$ cat config.mk
export PLATFORM = sky130hd
export DESIGN_NAME = control_pipe
export DESIGN_NICKNAME = d
export VERILOG_FILES = /design/src/rtl/cpu_pkg.sv /design/src/rtl/ctrl_stage_reg.sv /design/src/rtl/control_pipe.sv
export SDC_FILE = /design/constraint.sdc
export NUM_CORES = 1
export LEC_CHECK = 0
export BUFFER_PORTS_ARGS = -buffer_cell sky130_fd_sc_hd__buf_2
export CAP_MARGIN = 20
export CORE_MARGIN = 2
export CORE_UTILIZATION = 56
export DETAILED_ROUTE_END_ITERATION = 8
export HOLD_SLACK_MARGIN = 0.05
export PLACE_DENSITY = 0.83
export SKIP_CTS_REPAIR_TIMING = 1
export SLEW_MARGIN = 30
export SYNTH_ARGS = -nofsm -noshare
export SYNTH_HDL_FRONTEND = slang
export SYNTH_SLANG_ARGS = --single-unit
$ cat constraint.sdc
create_clock -name clk -period 3.8 [get_ports clk]
set_input_delay 0.76 -clock clk [delete_from_list [all_inputs] [get_ports clk]]
set_output_delay 0.76 -clock clk [all_outputs]
set_load 0.02 [all_outputs]
$ cat src/rtl/cpu_pkg.sv
// Shared control-word definitions for the MIPS pipeline: ALU op classes,
// per-stage control field layouts and their bubble (no-op) encodings.
package cpu_pkg;

  localparam logic [1:0] ADD_OPCODE    = 2'd0;
  localparam logic [1:0] SUB_OPCODE    = 2'd1;
  localparam logic [1:0] R_TYPE_OPCODE = 2'd2;

  localparam int ALU_OP_W = 2;

  typedef struct packed {
    logic                valid;
    logic [ALU_OP_W-1:0] alu_op;
    logic                reg_dst;
    logic                alu_src;
    logic                branch;
    logic                mem_read;
    logic                mem_write;
    logic                mem_2_reg;
    logic                reg_write;
    logic                jump;
  } id_ex_t;

  typedef struct packed {
    logic valid;
    logic branch;
    logic mem_read;
    logic mem_write;
    logic jump;
    logic mem_2_reg;
    logic reg_write;
  } ex_mem_t;

  typedef struct packed {
    logic valid;
    logic reg_write;
    logic mem_2_reg;
  } mem_wb_t;

  localparam int ID_EX_W  = $bits(id_ex_t);
  localparam int EX_MEM_W = $bits(ex_mem_t);
  localparam int MEM_WB_W = $bits(mem_wb_t);

  // A bubble is all-zero: invalid, no writes, alu_op = add.
  localparam id_ex_t  ID_EX_BUBBLE  = '0;
  localparam ex_mem_t EX_MEM_BUBBLE = '0;
  localparam mem_wb_t MEM_WB_BUBBLE = '0;

endpackage

$ cat src/rtl/ctrl_stage_reg.sv
// One pipeline register for a control word. en=0 holds; clr loads the
// bubble when advancing; rst loads the bubble unconditionally.
module ctrl_stage_reg #(
  parameter int           W      = 8,
  parameter logic [W-1:0] BUBBLE = '0
) (
  input  logic         clk,
  input  logic         rst,
  input  logic         en,
  input  logic         clr,
  input  logic [W-1:0] d,
  output logic [W-1:0] q
);

  logic [W-1:0] word_q;
  logic [W-1:0] word_d;

  always_comb begin
    word_d = word_q;
    if (en) begin
      word_d = clr ? BUBBLE : d;
    end
  end

  always_ff @(posedge clk) begin
    if (rst) begin
      word_q <= BUBBLE;
    end else begin
      word_q <= word_d;
    end
  end

  assign q = word_q;

endmodule

$ cat src/rtl/control_pipe.sv
// Carries decoded control from ID through ID/EX, EX/MEM and MEM/WB with
// stall/flush bubble insertion and saturating bubble counters.
module control_pipe
  import cpu_pkg::*;
#(
  parameter int CNT_W = 16
) (
  input  logic             clk,
  input  logic             rst,
  input  logic             enable,
  input  logic             id_valid,
  input  logic [1:0]       id_alu_op,
  input  logic             id_reg_dst,
  input  logic             id_alu_src,
  input  logic             id_branch,
  input  logic             id_mem_read,
  input  logic             id_mem_write,
  input  logic             id_mem_2_reg,
  input  logic             id_reg_write,
  input  logic             id_jump,
  input  logic             stall,
  input  logic             flush,
  output logic             ex_valid,
  output logic [1:0]       ex_alu_op,
  output logic             ex_reg_dst,
  output logic             ex_alu_src,
  output logic             mem_valid,
  output logic             mem_branch,
  output logic             mem_mem_read,
  output logic             mem_mem_write,
  output logic             mem_jump,
  output logic             wb_valid,
  output logic             wb_reg_write,
  output logic             wb_mem_2_reg,
  output logic [CNT_W-1:0] stall_cnt,
  output logic [CNT_W-1:0] flush_cnt
);

  id_ex_t  id_word, id_ex_q;
  ex_mem_t ex_mem_d, ex_mem_q;
  mem_wb_t mem_wb_d, mem_wb_q;

  // Non-valid slots keep their decoded fields but never carry a write enable.
  always_comb begin
    id_word           = ID_EX_BUBBLE;
    id_word.valid     = id_valid;
    id_word.alu_op    = id_alu_op;
    id_word.reg_dst   = id_reg_dst;
    id_word.alu_src   = id_alu_src;
    id_word.branch    = id_branch;
    id_word.mem_read  = id_mem_read;
    id_word.mem_write = id_mem_write & id_valid;
    id_word.mem_2_reg = id_mem_2_reg;
    id_word.reg_write = id_reg_write & id_valid;
    id_word.jump      = id_jump;
  end

  always_comb begin
    ex_mem_d           = EX_MEM_BUBBLE;
    ex_mem_d.valid     = id_ex_q.valid;
    ex_mem_d.branch    = id_ex_q.branch;
    ex_mem_d.mem_read  = id_ex_q.mem_read;
    ex_mem_d.mem_write = id_ex_q.mem_write;
    ex_mem_d.jump      = id_ex_q.jump;
    ex_mem_d.mem_2_reg = id_ex_q.mem_2_reg;
    ex_mem_d.reg_write = id_ex_q.reg_write;

    mem_wb_d           = MEM_WB_BUBBLE;
    mem_wb_d.valid     = ex_mem_q.valid;
    mem_wb_d.reg_write = ex_mem_q.reg_write;
    mem_wb_d.mem_2_reg = ex_mem_q.mem_2_reg;
  end

  ctrl_stage_reg #(.W(ID_EX_W), .BUBBLE(ID_EX_BUBBLE)) u_id_ex (
    .clk(clk), .rst(rst), .en(enable), .clr(stall | flush),
    .d(id_word), .q(id_ex_q)
  );

  // The branch in MEM retires on a flush; only younger slots are squashed.
  ctrl_stage_reg #(.W(EX_MEM_W), .BUBBLE(EX_MEM_BUBBLE)) u_ex_mem (
    .clk(clk), .rst(rst), .en(enable), .clr(flush),
    .d(ex_mem_d), .q(ex_mem_q)
  );

  ctrl_stage_reg #(.W(MEM_WB_W), .BUBBLE(MEM_WB_BUBBLE)) u_mem_wb (
    .clk(clk), .rst(rst), .en(enable), .clr(1'b0),
    .d(mem_wb_d), .q(mem_wb_q)
  );

  assign ex_valid      = id_ex_q.valid;
  assign ex_alu_op     = id_ex_q.alu_op;
  assign ex_reg_dst    = id_ex_q.reg_dst;
  assign ex_alu_src    = id_ex_q.alu_src;
  assign mem_valid     = ex_mem_q.valid;
  assign mem_branch    = ex_mem_q.branch;
  assign mem_mem_read  = ex_mem_q.mem_read;
  assign mem_mem_write = ex_mem_q.mem_write;
  assign mem_jump      = ex_mem_q.jump;
  assign wb_valid      = mem_wb_q.valid;
  assign wb_reg_write  = mem_wb_q.reg_write;
  assign wb_mem_2_reg  = mem_wb_q.mem_2_reg;

  // Index 0 counts stall bubbles, index 1 flushes; flush masks a stall.
  logic [1:0] cnt_inc;
  assign cnt_inc = {flush, stall & ~flush};

  for (genvar gi = 0; gi < 2; gi++) begin : g_cnt
    logic [CNT_W-1:0] cnt_q;
    logic [CNT_W-1:0] cnt_d;

    always_comb begin
      cnt_d = cnt_q;
      if (enable && cnt_inc[gi] && (cnt_q != {CNT_W{1'b1}})) begin
        cnt_d = cnt_q + 1'b1;
      end
    end

    always_ff @(posedge clk) begin
      if (rst) begin
        cnt_q <= '0;
      end else begin
        cnt_q <= cnt_d;
      end
    end
  end

  assign stall_cnt = g_cnt[0].cnt_q;
  assign flush_cnt = g_cnt[1].cnt_q;

endmodule

==> results of run 1 <==
==> power by group through the flow <==
stage	Clock, mW	Sequential [mW]	Combinational [mW]
floorplan	0	0.580	0.0312
global placement	0	0.577	0.0499
detailed placement	0	0.577	0.0515
CTS	0.328	0.564	0.0514
global route	0.350	0.565	0.0571
finish	0.316	0.564	0.0512
==> kinds of logic (layout without fill, tap and decap cells) <==
| logic type | Yosys count | count (layout) | share of synthesized area [%] |
|---|---|---|---|
| XOR/XNOR | 2 | 2 | 0.7236 |
| adder cells (fa/ha/maj) | 2 | 2 | 1.033 |
| flip-flops | 53 | 53 | 43.82 |
| multiplexers | 10 | 10 | 4.444 |
| AND/OR/NAND/NOR | 135 | 135 | 29.51 |
| buffers and inverters | 24 | 75 | 4.495 |
| AO/OA/AOI/OAI | 61 | 61 | 15.97 |
==> state kept, by name, indices dropped and copies added (netlist names) <==
name / flops
stall_cnt: 16
u_mem_wb.q: 3
u_ex_mem.q: 7
u_id_ex.q: 11
flush_cnt: 16
==> per-stage QoR <==
stage / setup slack (ns) / power, mW
final: 1.529 / 0.9308
after detailed placement: 1.188 / 0.6283
after floorplan: 1.559 / 0.6113
after global routing: 1.389 / 0.9727
after CTS: 1.534 / 0.9431
after global placement: 1.247 / 0.6267
==> layout make-up <==
| class | count | area, µm² |
|---|---|---|
| clock buffers | 5 | 68.82 |
| clock inverters | 3 | 21.27 |
| fillers | 331 | 1279 |
| inverters | 5 | 18.77 |
| multi-input cells | 210 | 1257 |
| flip-flops and latches | 53 | 1061 |
| well taps | 50 | 62.56 |
| repair buffers | 62 | 317.8 |
==> routing by layer <==
| metal | track usage [%] | vias up |
|---|---|---|
| met5 | 0 | - |
| met4 | 5.342 | 0 |
| met3 | 4.506 | 6 |
| met2 | 35.47 | 52 |
| met1 | 29.57 | 1102 |
| li1 | - | 1152 |
==> cells in the final DEF (no fill, tap or decap), types with 3 or more instances in the layout <==
cell	count
nand2b_1	3
dfxtp_1	53
nor2_1	46
inv_1	4
or4_1	10
nand2_1	17
buf_4	3
o31ai_1	10
mux2i_1	4
mux2_2	6
or3_1	6
and4_1	4
nor3_1	7
o21ai_0	7
nand4_1	10
nor4_1	7
clkbuf_8	5
and3_1	3
a22oi_1	9
nand3_1	8
buf_2	59
a21oi_1	25
nor2b_1	6
==> worst reg2reg max path, cell delays in order, from the launching register on <==
cell and delay [ns]:
dfxtp_1 0.43, nand4_1 0.28, nor4_1 0.84, nor2_1 0.17
mux2_2 0.31
==> final timing paths <==
kind	from	end	slack (ns)	cells past startpoint
hold reg to reg	u_ex_mem.q[3]	u_ex_mem.q[3]	0.49	2
setup reg to reg	flush_cnt[12]	flush_cnt[0]	1.66	4
hold / removal	u_ex_mem.q[3]	u_ex_mem.q[3]	0.49	2
setup / recovery	enable	stall_cnt[11]	1.53	5
==> results.cfg, run 1 <==
[floorplan]
fp-row-count = 23
core_area_mm2 = 0.004086
dieArea_mm2 = 0.004865
ios = 61
die_y_um = 69.75
die_w_um = 69.75
initial_core_util_pct = 59.25

[sta]
worst_pin_slew_ns = 0.8678
finalClockSkew_ns = 0.005837
fin_tns_setup_ns = 0
whs_ns = 0.4947
hold_viol_final = 0
max_slew_margin_pct = 41.62
timing.final.crit_share_pct = 59.75
rsz0062_at_grt = false
finalCriticalPeriod_ns = 2.271
slew_viol_final = 0
setup_viol = 0
fmax_mhz = 440.4

[detailed_routing]
ant_nets = 0
wl_met1_mm = 2.382
drt_iter0_markers = 229
wl_met3_um = 257
post_drt_wl_per_cell_um = 13.21
drt_wl_total_mm = 5.126
highest_layer = met4
drt_pre_antenna_iters = 4
vias_per_cell = 5.959
drc = 0
dr_total_vias = 2312
wl_met2_mm = 2.435

[synthesis]
ys.warnings.count = 0
synth_area_mm2 = 0.002421
ys_top_cells_by_count = 53 x dfxtp_1, 46 x nor2_1, 25 x a21oi_1
ys_seq_elements = 53
synth_top_area_cell = dfxtp_1
synthCells = 287
synth-main-ff-cell = dfxtp_1
ys_seq_area_share_pct = 43.82
synth.distinct_cells = 42
avgSynthCellArea_um2 = 8.436
syn_nets = 305
synthTopCellsByArea = dfxtp_1 44%, nor2_1 7.1%, a21oi_1 5.2%
yosysMostFrequentCell = dfxtp_1
synth_top_area_share_pct = 43.82
synth-edff-count = 0
async_reset_ff_share_pct = 0

[setup_path]
critical-path-top-delay-family = simple AND/OR/NAND/NOR gates
critPathBufInv = 1
cp_slowest_stage_delay_ns = 0.64
worstSetupPathType = input pin to flip-flop
path_cells = buf_2 -> nand4b_4 -> or4_1 -> or4_1 -> a21oi_1
path_common_cell = or4_1
crit_slowest_cell = or4_1
path_max_fanout = 17
end_kind = flip-flop
crit_required_ns = 4.04
arrival_ns = 2.51
start_kind = input pin

[power_and_ir_drop]
power.share.switching_pct = 23.85
peakVddDrop_mv = 0.2354
p_leak_nw = 1.122
power.share.clock_pct = 33.9
p_per_area_mw_per_mm2 = 331.5
p_seq_share_pct = 60.6
combPwrFrac_pct = 5.5
internal_power_mw = 0.7089
switching_power_mw = 0.2220

[grt]
antenna_found_initial = 0
grt_max_degree = 61
grt_overflow = 0
grt_pass1_wl_mm = 8.983
grt_usage_pct = 21.73
grt_pass1_vias = 2037

[outcome]
status = complete, no violations

[placed_design]
portBuffers = 60
dp_hpwl_mm = 3.640
finalWeightedCongestion = 0.8446
dp.cells = 380
placedInstanceArea_mm2 = 0.002715

[cts]
clock-root-buffer = clkbuf_8
clock_latency_ns = 0.30
cts_made_buffers = 5
cts_max_path_buffers = 2
h-tree-depth = 2
clock_sinks = 53
cts_tree = done
clkSlewWorstSetupHoldPaths_ns = 0.10

[cells_and_area]
area_delta_synth_final_pct = 15.97
diodes = 0
stdcell_count = 388
final_area_mm2 = 0.002808
nets = 355
final_util_pct = 68.71
drive_gt1_share_pct = 23.67

[worst_hold_path]
min_path_type = flip-flop to flip-flop

[flow_run]
max_cap_viol_count = 0
(Power assumes the default switching activity.)
==> inputs of run 2 (changes only) <==
CORE_UTILIZATION = 52   (was 56)
PLACE_DENSITY = 0.78   (was 0.83)
clock period = 2.2 ns   (was 3.8 ns; I/O delays follow)
==> results.cfg, run 2 (synthesis gave the netlist of run 1 again) <==
[sta]
timing.final.crit_share_pct = 89.33
worst_pin_slew_ns = 0.6349
rsz0062_at_grt = false
slew_viol_final = 0
fmax_mhz = 508.8
setup_viol = 0
finalCriticalPeriod_ns = 1.965
whs_ns = 0.3559
fin_tns_setup_ns = 0
max_slew_margin_pct = 57.67
hold_viol_final = 0
finalClockSkew_ns = 0.009501

[detailed_routing]
drc = 0
post_drt_wl_per_cell_um = 13.63
vias_per_cell = 5.784
dr_total_vias = 2331
ant_nets = 0
drt_wl_total_mm = 5.492
drt_iter0_markers = 156
drt_pre_antenna_iters = 4

[power_and_ir_drop]
peakVddDrop_mv = 0.4094
combPwrFrac_pct = 6.0
power.share.switching_pct = 24.84
power.share.clock_pct = 34.8
p_per_area_mw_per_mm2 = 563.5
p_leak_nw = 1.191
internal_power_mw = 1.238
p_seq_share_pct = 59.2
switching_power_mw = 0.4092

[setup_path]
critPathBufInv = 1
path_max_fanout = 7
worstSetupPathType = flip-flop to flip-flop
crit_slowest_cell = or4_1
cp_slowest_stage_delay_ns = 0.61
arrival_ns = 2.20
path_cells = nand4b_4 -> or4_1 -> buf_4 -> or3_1 -> a21oi_1
start_kind = flip-flop
end_kind = flip-flop
crit_required_ns = 2.44
critical-path-top-delay-family = simple AND/OR/NAND/NOR gates

[grt]
grt_pass1_vias = 2063
grt_max_degree = 37
grt_overflow = 0
grt_usage_pct = 22.28
grt_pass1_wl_mm = 9.377
antenna_found_initial = 0

[cts]
cts_max_path_buffers = 2
cts_tree = done
cts_made_buffers = 5
clkSlewWorstSetupHoldPaths_ns = 0.10
clock_latency_ns = 0.31
h-tree-depth = 2
clock_sinks = 53
clock-root-buffer = clkbuf_8

[placed_design]
dp_hpwl_mm = 3.953
portBuffers = 60
finalWeightedCongestion = 0.7936

[flow_run]
max_cap_viol_count = 0

[outcome]
status = complete, no violations

[cells_and_area]
diodes = 0
final_common_cell = buf_2
area_delta_synth_final_pct = 20.72
drive_gt1_share_pct = 26.50
nets = 368
final_cell_mix = 60 x buf_2, 53 x dfxtp_1, 46 x nor2_1

[floorplan]
core_area_mm2 = 0.004414
fp-row-count = 24
die_w_um = 72.24
die_y_um = 72.24
ios = 61
dieArea_mm2 = 0.005218
initial_core_util_pct = 54.85

[worst_hold_path]
min_path_type = input pin to flip-flop
==> run 2: changes by cell type in the layout (fill, tap and decap cells not counted), sizes merged <==
cell	change
buf	+13
clkinv	+1
clkinvlp	-1
==> run 2: area by class of cell <==
cell class | count | area [µm²]
Fill cell | 391 | 1491
Multi-Input combinational cell | 210 | 1257
Sequential cell | 53 | 1061
Timing Repair Buffer | 75 | 425.4
Clock buffer | 5 | 68.82
Tap cell | 52 | 65.06
Clock inverter | 3 | 26.28
Inverter | 5 | 18.77
==> run 2: stage by stage <==
stage | instance area, µm² | utilization [%] | setup WS, ns | instances | total power, mW
floorplan | 2421 | - | 0.2028 | 287 | 1.056
global placement | 2828 | 64.06 | 0.1538 | 395 | 1.094
detailed placement | 2828 | 64.06 | 0.1167 | 395 | 1.095
CTS | 2923 | 66.21 | 0.2441 | 403 | 1.662
global route | 2923 | 66.21 | 0.1424 | 403 | 1.703
finish | 2923 | 66.21 | 0.2348 | 403 | 1.647
==> run 2: final timing paths <==
| path | start | to | slack, ns | cells past startpoint |
|---|---|---|---|---|
| worst max register to register | stall_cnt[5] | stall_cnt[7] | 0.23 | 5 |
| worst max-delay path | stall_cnt[5] | stall_cnt[7] | 0.23 | 5 |
| worst min-delay path | id_mem_2_reg | u_id_ex.q[2] | 0.36 | 3 |
| worst min register to register | flush_cnt[11] | flush_cnt[11] | 0.50 | 2 |
==> run 2: power by group through the flow <==
stage	Clock, mW	Combinational (mW)	Sequential [mW]
3_3_place_gp	0	0.0969	0.997
5_1_grt	0.616	0.110	0.977
3_5_place_dp	0	0.0984	0.997
2_1_floorplan	0	0.0539	1.00
4_1_cts	0.589	0.0986	0.975
6_report	0.573	0.0990	0.975
==> run 2: tightest hold or removal path: cells and delay by family <==
kind	cells	cell delay, ns
AO/OA/AOI/OAI	1	0.05
buffers and inverters	1	0.07
AND/OR/NAND/NOR	1	0.07
==> run 2: layer usage <==
| metal | part of all wire (%) | vias up | track usage, % |
|---|---|---|---|
| met3 | 5.3 | 7 | 4.167 |
| met1 | 47 | 1082 | 30.75 |
| met5 | 0 | - | 0 |
| li1 | - | 1182 | - |
| met4 | 1.5 | 0 | 9.224 |
| met2 | 46 | 60 | 34.25 |
